--- src/rtl/qinv_pkg.sv ---
// qinv_pkg: shared types, tables and helpers for the inverse Twofish q0 word unit.
// Holds the FSM state encoding, the forward (T0..T3) and inverse (iT0..iT3)
// nibble tables, and the small nibble helpers used by both directions.
package qinv_pkg;

  typedef enum logic [1:0] {
    IDLE = 2'd0,
    BUSY = 2'd1,
    DONE = 2'd2
  } state_t;

  // Forward Twofish q0 nibble tables.
  localparam logic [3:0] T0 [16] = '{4'h8, 4'h1, 4'h7, 4'hD, 4'h6, 4'hF, 4'h3, 4'h2,
                                     4'h0, 4'hB, 4'h5, 4'h9, 4'hE, 4'hC, 4'hA, 4'h4};
  localparam logic [3:0] T1 [16] = '{4'hE, 4'hC, 4'hB, 4'h8, 4'h1, 4'h2, 4'h3, 4'h5,
                                     4'hF, 4'h4, 4'hA, 4'h6, 4'h7, 4'h0, 4'h9, 4'hD};
  localparam logic [3:0] T2 [16] = '{4'hB, 4'hA, 4'h5, 4'hE, 4'h6, 4'hD, 4'h9, 4'h0,
                                     4'hC, 4'h8, 4'hF, 4'h3, 4'h2, 4'h4, 4'h7, 4'h1};
  localparam logic [3:0] T3 [16] = '{4'hD, 4'h7, 4'hF, 4'h4, 4'h1, 4'h2, 4'h6, 4'hE,
                                     4'h9, 4'hB, 4'h3, 4'h0, 4'h8, 4'h5, 4'hC, 4'hA};

  // Inverse nibble tables: ITn[Tn[i]] == i.
  localparam logic [3:0] IT0 [16] = '{4'h8, 4'h1, 4'h7, 4'h6, 4'hF, 4'hA, 4'h4, 4'h2,
                                      4'h0, 4'hB, 4'hE, 4'h9, 4'hD, 4'h3, 4'hC, 4'h5};
  localparam logic [3:0] IT1 [16] = '{4'hD, 4'h4, 4'h5, 4'h6, 4'h9, 4'h7, 4'hB, 4'hC,
                                      4'h3, 4'hE, 4'hA, 4'h2, 4'h1, 4'hF, 4'h0, 4'h8};
  localparam logic [3:0] IT2 [16] = '{4'h7, 4'hF, 4'hC, 4'hB, 4'hD, 4'h2, 4'h4, 4'hE,
                                      4'h9, 4'h6, 4'h1, 4'h0, 4'h8, 4'h5, 4'h3, 4'hA};
  localparam logic [3:0] IT3 [16] = '{4'hB, 4'h4, 4'h5, 4'hA, 4'h3, 4'hD, 4'h6, 4'h1,
                                      4'hC, 4'h8, 4'hF, 4'h9, 4'hE, 4'h0, 4'h7, 4'h2};

  // Rotate a nibble right by one bit.
  function automatic logic [3:0] ror4_1(input logic [3:0] x);
    return {x[0], x[3:1]};
  endfunction

  // Undo the nibble mix L(a) = a ^ ROR4(a,1) ^ (8a mod 16).
  function automatic logic [3:0] linv4(input logic [3:0] c);
    logic [3:0] r;
    r[3] = c[3];
    r[2] = c[2] ^ r[3];
    r[1] = c[1] ^ r[2];
    r[0] = c[0] ^ r[1];
    return r;
  endfunction

  // Forward Twofish q0 byte permutation.
  function automatic logic [7:0] q0_fwd(input logic [7:0] x);
    logic [3:0] a0, b0, a1, b1, a2, b2, a3, b3;
    a0 = x[7:4];
    b0 = x[3:0];
    a1 = a0 ^ b0;
    b1 = a0 ^ ror4_1(b0) ^ {a0[0], 3'b000};
    a2 = T0[a1];
    b2 = T1[b1];
    a3 = a2 ^ b2;
    b3 = a2 ^ ror4_1(b2) ^ {a2[0], 3'b000};
    return {T3[b3], T2[a3]};
  endfunction

endpackage

--- src/rtl/q0_inv_byte.sv ---
// q0_inv_byte: combinational inverse of the Twofish q0 byte permutation.
// Walks the forward rounds backwards: inverse tables, then undo the nibble mix.
module q0_inv_byte
  import qinv_pkg::*;
(
  input  logic [7:0] i_y,
  output logic [7:0] o_x
);

  logic [3:0] w_a4, w_b4, w_a3, w_b3, w_a2, w_b2, w_a1, w_b1, w_a0, w_b0;

  assign w_a4 = i_y[3:0];
  assign w_b4 = i_y[7:4];

  // Second round undone.
  assign w_a3 = IT2[w_a4];
  assign w_b3 = IT3[w_b4];
  assign w_a2 = linv4(w_b3 ^ ror4_1(w_a3));
  assign w_b2 = w_a2 ^ w_a3;

  // First round undone.
  assign w_a1 = IT0[w_a2];
  assign w_b1 = IT1[w_b2];
  assign w_a0 = linv4(w_b1 ^ ror4_1(w_a1));
  assign w_b0 = w_a0 ^ w_a1;

  assign o_x = {w_a0, w_b0};

endmodule

--- src/rtl/q0_inv_word.sv ---
// q0_inv_word: applies inverse q0 to every byte of an NBYTES-wide word, one
// byte per clock, then holds the result until the downstream handshake.
// Optional build macro QINV_SELFCHECK_EN: re-applies forward q0 to each
// recovered byte and raises a sticky err on any disagreement.
//
// Handshake: a word is taken on a rising edge where in_valid && in_ready;
// a result is delivered on a rising edge where out_valid && out_ready.
// out_data is stable while out_valid is high and not yet accepted.
module q0_inv_word
  import qinv_pkg::*;
#(
  parameter int NBYTES = 4
) (
  input  logic                  clk,
  input  logic                  rst,
  input  logic                  in_valid,
  output logic                  in_ready,
  input  logic [8*NBYTES-1:0]   in_data,
  output logic                  out_valid,
  input  logic                  out_ready,
  output logic [8*NBYTES-1:0]   out_data,
  output logic                  err,
  output logic [1:0]            dbg_state
);

  localparam int CW = (NBYTES > 1) ? $clog2(NBYTES) : 1;
  localparam logic [CW-1:0] LAST = CW'(NBYTES - 1);

  state_t              r_state;
  state_t              w_next;
  logic [CW-1:0]       r_cnt;
  logic [8*NBYTES-1:0] r_hold;
  logic [8*NBYTES-1:0] r_out;
  logic [7:0]          w_sel;
  logic [7:0]          w_inv;
  logic                w_accept;

  // Pick the held byte addressed by the byte counter.
  always_comb begin
    w_sel = '0;
    for (int k = 0; k < NBYTES; k++) begin
      if (r_cnt == CW'(k)) w_sel = r_hold[8*k +: 8];
    end
  end

  q0_inv_byte u_inv (
    .i_y (w_sel),
    .o_x (w_inv)
  );

  // Next-state and handshake decode; DONE may hand off and accept in one cycle.
  always_comb begin
    w_next   = r_state;
    in_ready = 1'b0;
    w_accept = 1'b0;
    unique case (r_state)
      IDLE: begin
        in_ready = 1'b1;
        if (in_valid) begin
          w_accept = 1'b1;
          w_next   = BUSY;
        end
      end
      BUSY: begin
        if (r_cnt == LAST) w_next = DONE;
      end
      DONE: begin
        in_ready = out_ready;
        if (out_ready) begin
          if (in_valid) begin
            w_accept = 1'b1;
            w_next   = BUSY;
          end else begin
            w_next = IDLE;
          end
        end
      end
      default: w_next = IDLE;
    endcase
  end

  // State register.
  always_ff @(posedge clk) begin
    if (rst) r_state <= IDLE;
    else     r_state <= w_next;
  end

  // Input capture, byte counter and per-byte result write-back.
  always_ff @(posedge clk) begin
    if (rst) begin
      r_cnt  <= '0;
      r_hold <= '0;
      r_out  <= '0;
    end else if (w_accept) begin
      r_hold <= in_data;
      r_cnt  <= '0;
    end else if (r_state == BUSY) begin
      for (int k = 0; k < NBYTES; k++) begin
        if (r_cnt == CW'(k)) r_out[8*k +: 8] <= w_inv;
      end
      if (r_cnt != LAST) r_cnt <= r_cnt + CW'(1);
    end
  end

  assign out_valid = (r_state == DONE);
  assign out_data  = r_out;
  assign dbg_state = r_state;

`ifdef QINV_SELFCHECK_EN
  logic r_err;

  // Sticky flag: recovered byte must map back onto the held byte.
  always_ff @(posedge clk) begin
    if (rst)                                               r_err <= 1'b0;
    else if ((r_state == BUSY) && (q0_fwd(w_inv) != w_sel)) r_err <= 1'b1;
  end

  assign err = r_err;
`else
  assign err = 1'b0;
`endif

endmodule
--- config.mk ---
export PLATFORM = sky130hd
export DESIGN_NAME = q0_inv_word
export DESIGN_NICKNAME = d
export VERILOG_FILES = /design/src/rtl/qinv_pkg.sv /design/src/rtl/q0_inv_byte.sv /design/src/rtl/q0_inv_word.sv
export SDC_FILE = /design/constraint.sdc
export NUM_CORES = 1
export LEC_CHECK = 0
export CORE_MARGIN = 1.5
export CORE_UTILIZATION = 55
export CTS_CLUSTER_DIAMETER = 150
export DETAILED_ROUTE_END_ITERATION = 10
export DONT_BUFFER_PORTS = 1
export PLACE_DENSITY = 0.7
export SETUP_SLACK_MARGIN = 0.05
export SYNTH_ARGS = -nofsm -noshare
export SYNTH_HDL_FRONTEND = slang
export SYNTH_SLANG_ARGS = --single-unit
--- constraint.sdc ---
create_clock -name clk -period 7.7 [get_ports clk]
set_input_delay 1.54 -clock clk [delete_from_list [all_inputs] [get_ports clk]]
set_output_delay 1.54 -clock clk [all_outputs]
set_load 0.02 [all_outputs]
Word level (Yosys, flattened, before mapping)
Memory sizes are Yosys's and may differ from the RTL's.
Index checks and enable logic that the tools add are counted.
Widths: inputs -> output; s select.

operators by class
  bitwise gates (word level) = 15
  order comparisons = 4
  reduce and logical (&&, ||, !) cells = 9
  add/subtract/negate cells = 1
  eq/ne operators = 9
  mux-type cells = 21

operators with widths
  kind                 count
  $mux 4               8
  $mux 8               4
  $ge 5x5->1 const B   4
  $not 4->5            4
  $xor 4x4->4          4
  $reduce_and 3->1     5
  $eq 2x2->1 const B   3
  $mux 2               3
  $ne 2x2->1 const B   3
  $pmux 2 s3           1
  $xor 1x1->1          6
  $eq 2x1->1 const B   2
  $logic_not 2->1      2
  $pmux 1 s2           2
  $mux 1               3
  $add 2x1->2 const B  1
  $ne 2x1->1 const B   1
  $reduce_and 2->1     1
  $reduce_or 2->1      1
  $not 1->1            1

word-level totals
  logic and storage cells = 70
  input bits = 36
  ROM bits = 256
  output and inout port bits = 37
  memories = 4
  register bits after elaboration = 68

memory list
  name             words  bits a word  rd ports  clocked after memory_dff  write ports  line               RTL
  (no name shown)  16     4            1         0                         0            q0_inv_byte.sv:17  assign w_b3 = IT3[w_b4];
  (no name shown)  16     4            1         0                         0            q0_inv_byte.sv:23  assign w_b1 = IT1[w_b2];
  (no name shown)  16     4            1         0                         0            q0_inv_byte.sv:16  assign w_a3 = IT2[w_a4];
  (no name shown)  16     4            1         0                         0            q0_inv_byte.sv:22  assign w_a1 = IT0[w_a2];

Longest topological paths before layout
  word-level depth = 23
  gate-level depth with buffers = 20
  gate-level depth less buffers = 19

Modules after synthesis
A second synthesis with hierarchy kept.

unflattened totals
  cells, all modules = 446
  area total of the unflattened synthesis = 3,975.1 µm²

by module, submodules not included
  module       instances  cells each  area each (µm²)
  q0_inv_word  1          322         2,931.6
  q0_inv_byte  1          124         1,043.5

Least setup slack after synthesis
Ideal clock, no wire load.

  kind = reg-to-reg
  start point = register r_cnt[1]
  end point = register r_out[17] (netlist: out_data[17])
  cell stages (with the launch flop) = 21
  slack = 2,453 ps
  buffers on the path = 1
  setup time = 128 ps
  arrival time = 5,120 ps
  required time = 7,572 ps
  period minus slack after synthesis = 5,247 ps
  cells stage by stage = dfxtp_1 inv_1 ha_1 buf_2 nand3b_1 a221oi_2 inv_1 ha_1 nor3b_1 a221oi_1 nor2_1 xnor3_1 xor2_1 ha_1 xor2_1 mux2_2 a22o_1 xnor3_2 xnor3_1 mux2i_1 nor2_1

between the ends
  cells in the longest elaborated chain, start to end = 22
  elaborated cells between the ends (all ways) = 34

RTL lines
  what                                           line                                  RTL
  start, declared                                q0_inv_word.sv:31                     logic [CW-1:0] r_cnt;
  start signal, assigned                         q0_inv_word.sv:101                    if (r_cnt != LAST) r_cnt <= r_cnt + CW'(1);
  $logic_not 2->1                                q0_inv_word.sv:42                     if (r_cnt == CW'(k)) w_sel = r_hold[8*k +: 8];
  $mux 8 (4 in a row)                            q0_inv_word.sv:42
  $not 4->5, on equally long branches            q0_inv_byte.sv:17, q0_inv_byte.sv:16
  $mem_v2 16x4, on equally long branches         n/a
  $mux 4, on equally long branches (2 in a row)  q0_inv_byte.sv:17, q0_inv_byte.sv:16
  $xor 4x4->4                                    q0_inv_byte.sv:18                     assign w_a2 = linv4(w_b3 ^ ror4_1(w_a3));
  $xor 1x1->1                                    qinv_pkg.sv:41                        r[2] = c[2] ^ r[3];
  $xor 1x1->1                                    qinv_pkg.sv:42                        r[1] = c[1] ^ r[2];
  $xor 1x1->1                                    qinv_pkg.sv:43                        r[0] = c[0] ^ r[1];
  $xor 4x4->4                                    q0_inv_byte.sv:19                     assign w_b2 = w_a2 ^ w_a3;
  $not 4->5 (implied by the code)                q0_inv_byte.sv:23
  $mem_v2 16x4                                   n/a
  $mux 4 (implied by the code) (2 in a row)      q0_inv_byte.sv:23
  $xor 4x4->4                                    q0_inv_byte.sv:24                     assign w_a0 = linv4(w_b1 ^ ror4_1(w_a1));
  $xor 1x1->1                                    qinv_pkg.sv:41
  $xor 1x1->1                                    qinv_pkg.sv:42
  $xor 4x4->4                                    q0_inv_byte.sv:25                     assign w_b0 = w_a0 ^ w_a1;
  end signal, assigned by index                  q0_inv_word.sv:99                     if (r_cnt == CW'(k)) r_out[8*k +: 8] <= w_inv;
  end, declared                                  q0_inv_word.sv:33                     logic [8*NBYTES-1:0] r_out;

Several ways; a longest one is shown, not always the timed one. The select of a mux whose other input is x is not followed.
A chain may end at the register's enable or synchronous reset.

Worst setup path after layout
  start point = register r_cnt[0]
  end point = register r_out[21] (netlist: out_data[21])

between the ends
  cells in the longest elaborated chain, start to end = 21
  elaborated cells between the ends (all ways) = 33

RTL lines
  what                                           line
  $logic_not 2->1                                q0_inv_word.sv:42
  $mux 8 (4 in a row)                            q0_inv_word.sv:42
  $not 4->5, on equally long branches            q0_inv_byte.sv:17, q0_inv_byte.sv:16
  $mem_v2 16x4, on equally long branches         n/a
  $mux 4, on equally long branches (2 in a row)  q0_inv_byte.sv:17, q0_inv_byte.sv:16
  $xor 4x4->4                                    q0_inv_byte.sv:18
  $xor 1x1->1                                    qinv_pkg.sv:41
  $xor 1x1->1                                    qinv_pkg.sv:42
  $xor 1x1->1                                    qinv_pkg.sv:43
  $xor 4x4->4                                    q0_inv_byte.sv:19
  $not 4->5 (implied by the code)                q0_inv_byte.sv:23
  $mem_v2 16x4                                   n/a
  $mux 4 (implied by the code) (2 in a row)      q0_inv_byte.sv:23
  $xor 4x4->4                                    q0_inv_byte.sv:24
  $xor 1x1->1                                    qinv_pkg.sv:41
  $xor 1x1->1                                    qinv_pkg.sv:42

Several ways; a longest one is shown, not always the timed one. The select of a mux whose other input is x is not followed.

==> impl_metrics.toml <==
[floorplanning]
start_util_pct = 57.9
die-area_um2 = 7260
die_width_um = 85.2
io_pins = 73
core_area_um2 = 6420
die_h_um = 85.2
row_count = 29

[critical_path]
worst-path-buf-inv = 1
start_kind = "flip-flop"
reg2reg_depth = 18
r2r-end = "out_data[21]"
r2r-start = "r_cnt[0]"
cp_slowest_cell = "ha_1"
critical_path_class = "reg2reg"
crit_cells = 18
critPathTopFamily = "XOR/XNOR gates"
cp.required_ns = 7.92
worstPathArrival_ns = 6.54
reg2reg_slack_ns = 1.38
cp_max_fo = 24
crit_top_cell = "ha_1"
cp_cell_sequence = "ha_1 -> a211oi_1 -> a221oi_2 -> inv_1 -> ha_1 -> nor3b_1 -> a221oi_1 -> nor2_1 -> xnor3_1 -> xor2_1 -> ha_1 -> xor2_1 -> mux2_2 -> a22o_1 -> xnor3_2 -> xor2_2 -> xnor2_1 -> a211oi_1"
endpoint_kind = "flip-flop"
cpPeakStageDelay_ns = 0.80

[drt]
via_per_inst = 5.67
drtIter0Drc = 103
vias = 2802
wl_um = 7820
final_antenna_net_count = 0
dr.pass1.iters = 7
drcViolationCount = 1
post_drt_wl_per_cell_um = 15.8

[sta]
tns_ns = 0
clock.fmax_ghz = 0.158
period_minus_slack_ns = 6.32
worst_pin_slew_ns = 1.17
clock_skew_ns = 0.0118
setup_violations = 0
slew_violations = 0
layout_setup_ws_ns = 1.38
rsz0062_at_grt = "false"
hold_violations = 0
fin_crit_sh_pct = 82.1
relSlewSlack_pct = 22.1

[power_and_ir_drop]
p_leak_nw = 1.40
p_int_mw = 1.04
total_power_mw = 1.96
swShare_pct = 47.1
switchingPower_uw = 922
clkPwrFrac_pct = 15.7
combPwrFrac_pct = 62.4
ir_drop_v = 0.000495
power.density_nw_per_um2 = 504
power_frac_seq_pct = 21.9

[synthesis]
yosysTopAreaCellShare_pct = 36.6
synth_async_sr_flop_share_pct = 0
yosysMostFrequentCell = "nand2_1"
synthesis.nets = 483
netlist.top_cell.by_area = "dfxtp_1"
ys_seq_area_share_pct = 36.6
yosys_warnings = 0
synth_edf_count = 0
synth-seq-cells = 68
synth_cells = 430
ys.flop_type = "dfxtp_1"
synth.cell_area_um2 = 3720
synthTopCellsByArea = "dfxtp_1 37%, nand2_1 7.9%, mux2i_1 7.0%"
ys_top_cells_by_count = "78 x nand2_1, 68 x dfxtp_1, 40 x a21oi_1, 40 x nor2_1, 26 x mux2i_1"
syn_area_per_cell_um2 = 8.64
synthDistinctLibCells = 45

[clock_network]
ctsLongestPathBuffers = 2
clk_latency_ns = 0.35
numCtsBuffers = 9
cts-root-buf = "clkbuf_8"
ctsResizeCount = 0
post_cts_buffers = 0
h-tree-depth = 3
cts_tree = "built"
path_clk_slew_ns = 0.08
numClockSinks = 68
hold_buffers = 0

[final_layout]
areaGrowthSynthToFinish_pct = 4.61
fin_nets = 465
regArea_um2 = 1360
diodes = 0
layout-drive-gt1-share_pct = 8.15
multi_input_area_um2 = 2170
fin_util_pct = 60.5
final_area_um2 = 3890
fill_cells = 572

[global_routing]
grt-ovfl-total = 0
grt_pass1_wl_um = 13300
grtUsageTotal_pct = 23.2
grt_max_degree = 69
grt_pass1_vias = 2756
antenna_found_initial = 0

[placed_design]
place_hpwl_um = 5670
place_area_um2 = 3680
io_buffers = 0
pre_cts_ws_ns = 1.45
gp_congestion = 0.781

[outcome]
status = "complete, but fails checks"
violations = "design-rule violations"

[worst_hold_path]
holdPathStages = 2
hp-class = "reg2reg"
hold_end = "r_hold[2]"
min-delay-start = "r_hold[2]"

[flow_run]
max_cap_viol_count = 0
-- state kept, by name (all words and copies together), names as in the netlist --
register	flops
r_hold	32
r_cnt	2
out_data	32
dbg_state	2
-- area by class of cell --
cell class / instances / share of cell area [%]
multi-input combinational: 318 / 55.8
sequential: 68 / 35.0
clock buffer: 9 / 3.19
tap: 77 / 2.48
clock inverter: 7 / 2.12
inverter: 15 / 1.45
-- cell usage in the layout, fill, tap and decap left out, types with 2 or more instances in the layout --
cell        synthesis  final
and2_1              7      7
mux2_2              2      2
o21ai_0             6      6
nor3b_1             8      8
xor2_1              7      7
o21ai_1             2      2
xnor3_1             2      2
ha_1               17     17
dfxtp_1            68     68
xnor2_1            13     13
a21oi_1            40     40
clkbuf_8            0      9
nor2_1             40     40
inv_6               0      2
nor3_1              3      3
a211oi_1           25     25
a221oi_2            5      5
nand2_1            78     78
nor2b_1             6      6
mux2i_1            26     26
inv_1              15     15
clkinvlp_4          0      2
xnor3_2             2      2
nand3b_1            8      8
or3_1               2      2
-- worst min-delay path: stages, from the launching register on --
cell and delay [ns]:
dfxtp_1 0.31, nand2_1 0.05, a21oi_1 0.05
-- kinds of logic after synthesis --
group	share of synthesized area [%]
buffers and inverters	5.05
AO/OA/AOI/OAI	17.5
AND/OR/NAND/NOR	18.4
multiplexers	8.58
XOR/XNOR	8.08
adder cells (fa/ha/maj)	5.72
flip-flops	36.6
other	0.101
-- worst max-delay path by stage --
stage	slack [ns]	start	to
after global placement	1.72	r_cnt[0]	out_data[29]
after CTS	1.44	r_cnt[0]	out_data[21]
after global routing	0.84	r_cnt[0]	out_data[21]
after floorplan	2.45	r_cnt[1]	out_data[17]
final	1.38	r_cnt[0]	out_data[21]
after detailed placement	1.45	r_cnt[0]	out_data[21]
-- power groups by stage --
| stage | sequential, mW | combinational [mW] | clock (mW) |
|---|---|---|---|
| after floorplan | 0.429 | 0.988 | 0 |
| after global placement | 0.437 | 1.19 | 0 |
| after detailed placement | 0.437 | 1.21 | 0 |
| after CTS | 0.429 | 1.22 | 0.311 |
| after global routing | 0.432 | 1.32 | 0.329 |
| final | 0.429 | 1.22 | 0.308 |
-- layer usage --
metal  GRT usage (%)  wire length (um)  vias to the layer above
li1                -                 -                     1425
met1            31.4              3770                     1320
met2            36.0              3560                       51
met3            6.91               410                        6
met4            6.41                84                        0
met5               0                 0                        -
-- metrics by stage --
step	std cells	hold slack (ns)
floorplan	430	0.431
global placement	478	0.439
detailed placement	478	0.444
CTS	494	0.455
global route	494	0.470
finish	494	0.456
(Power assumes the default switching activity.)
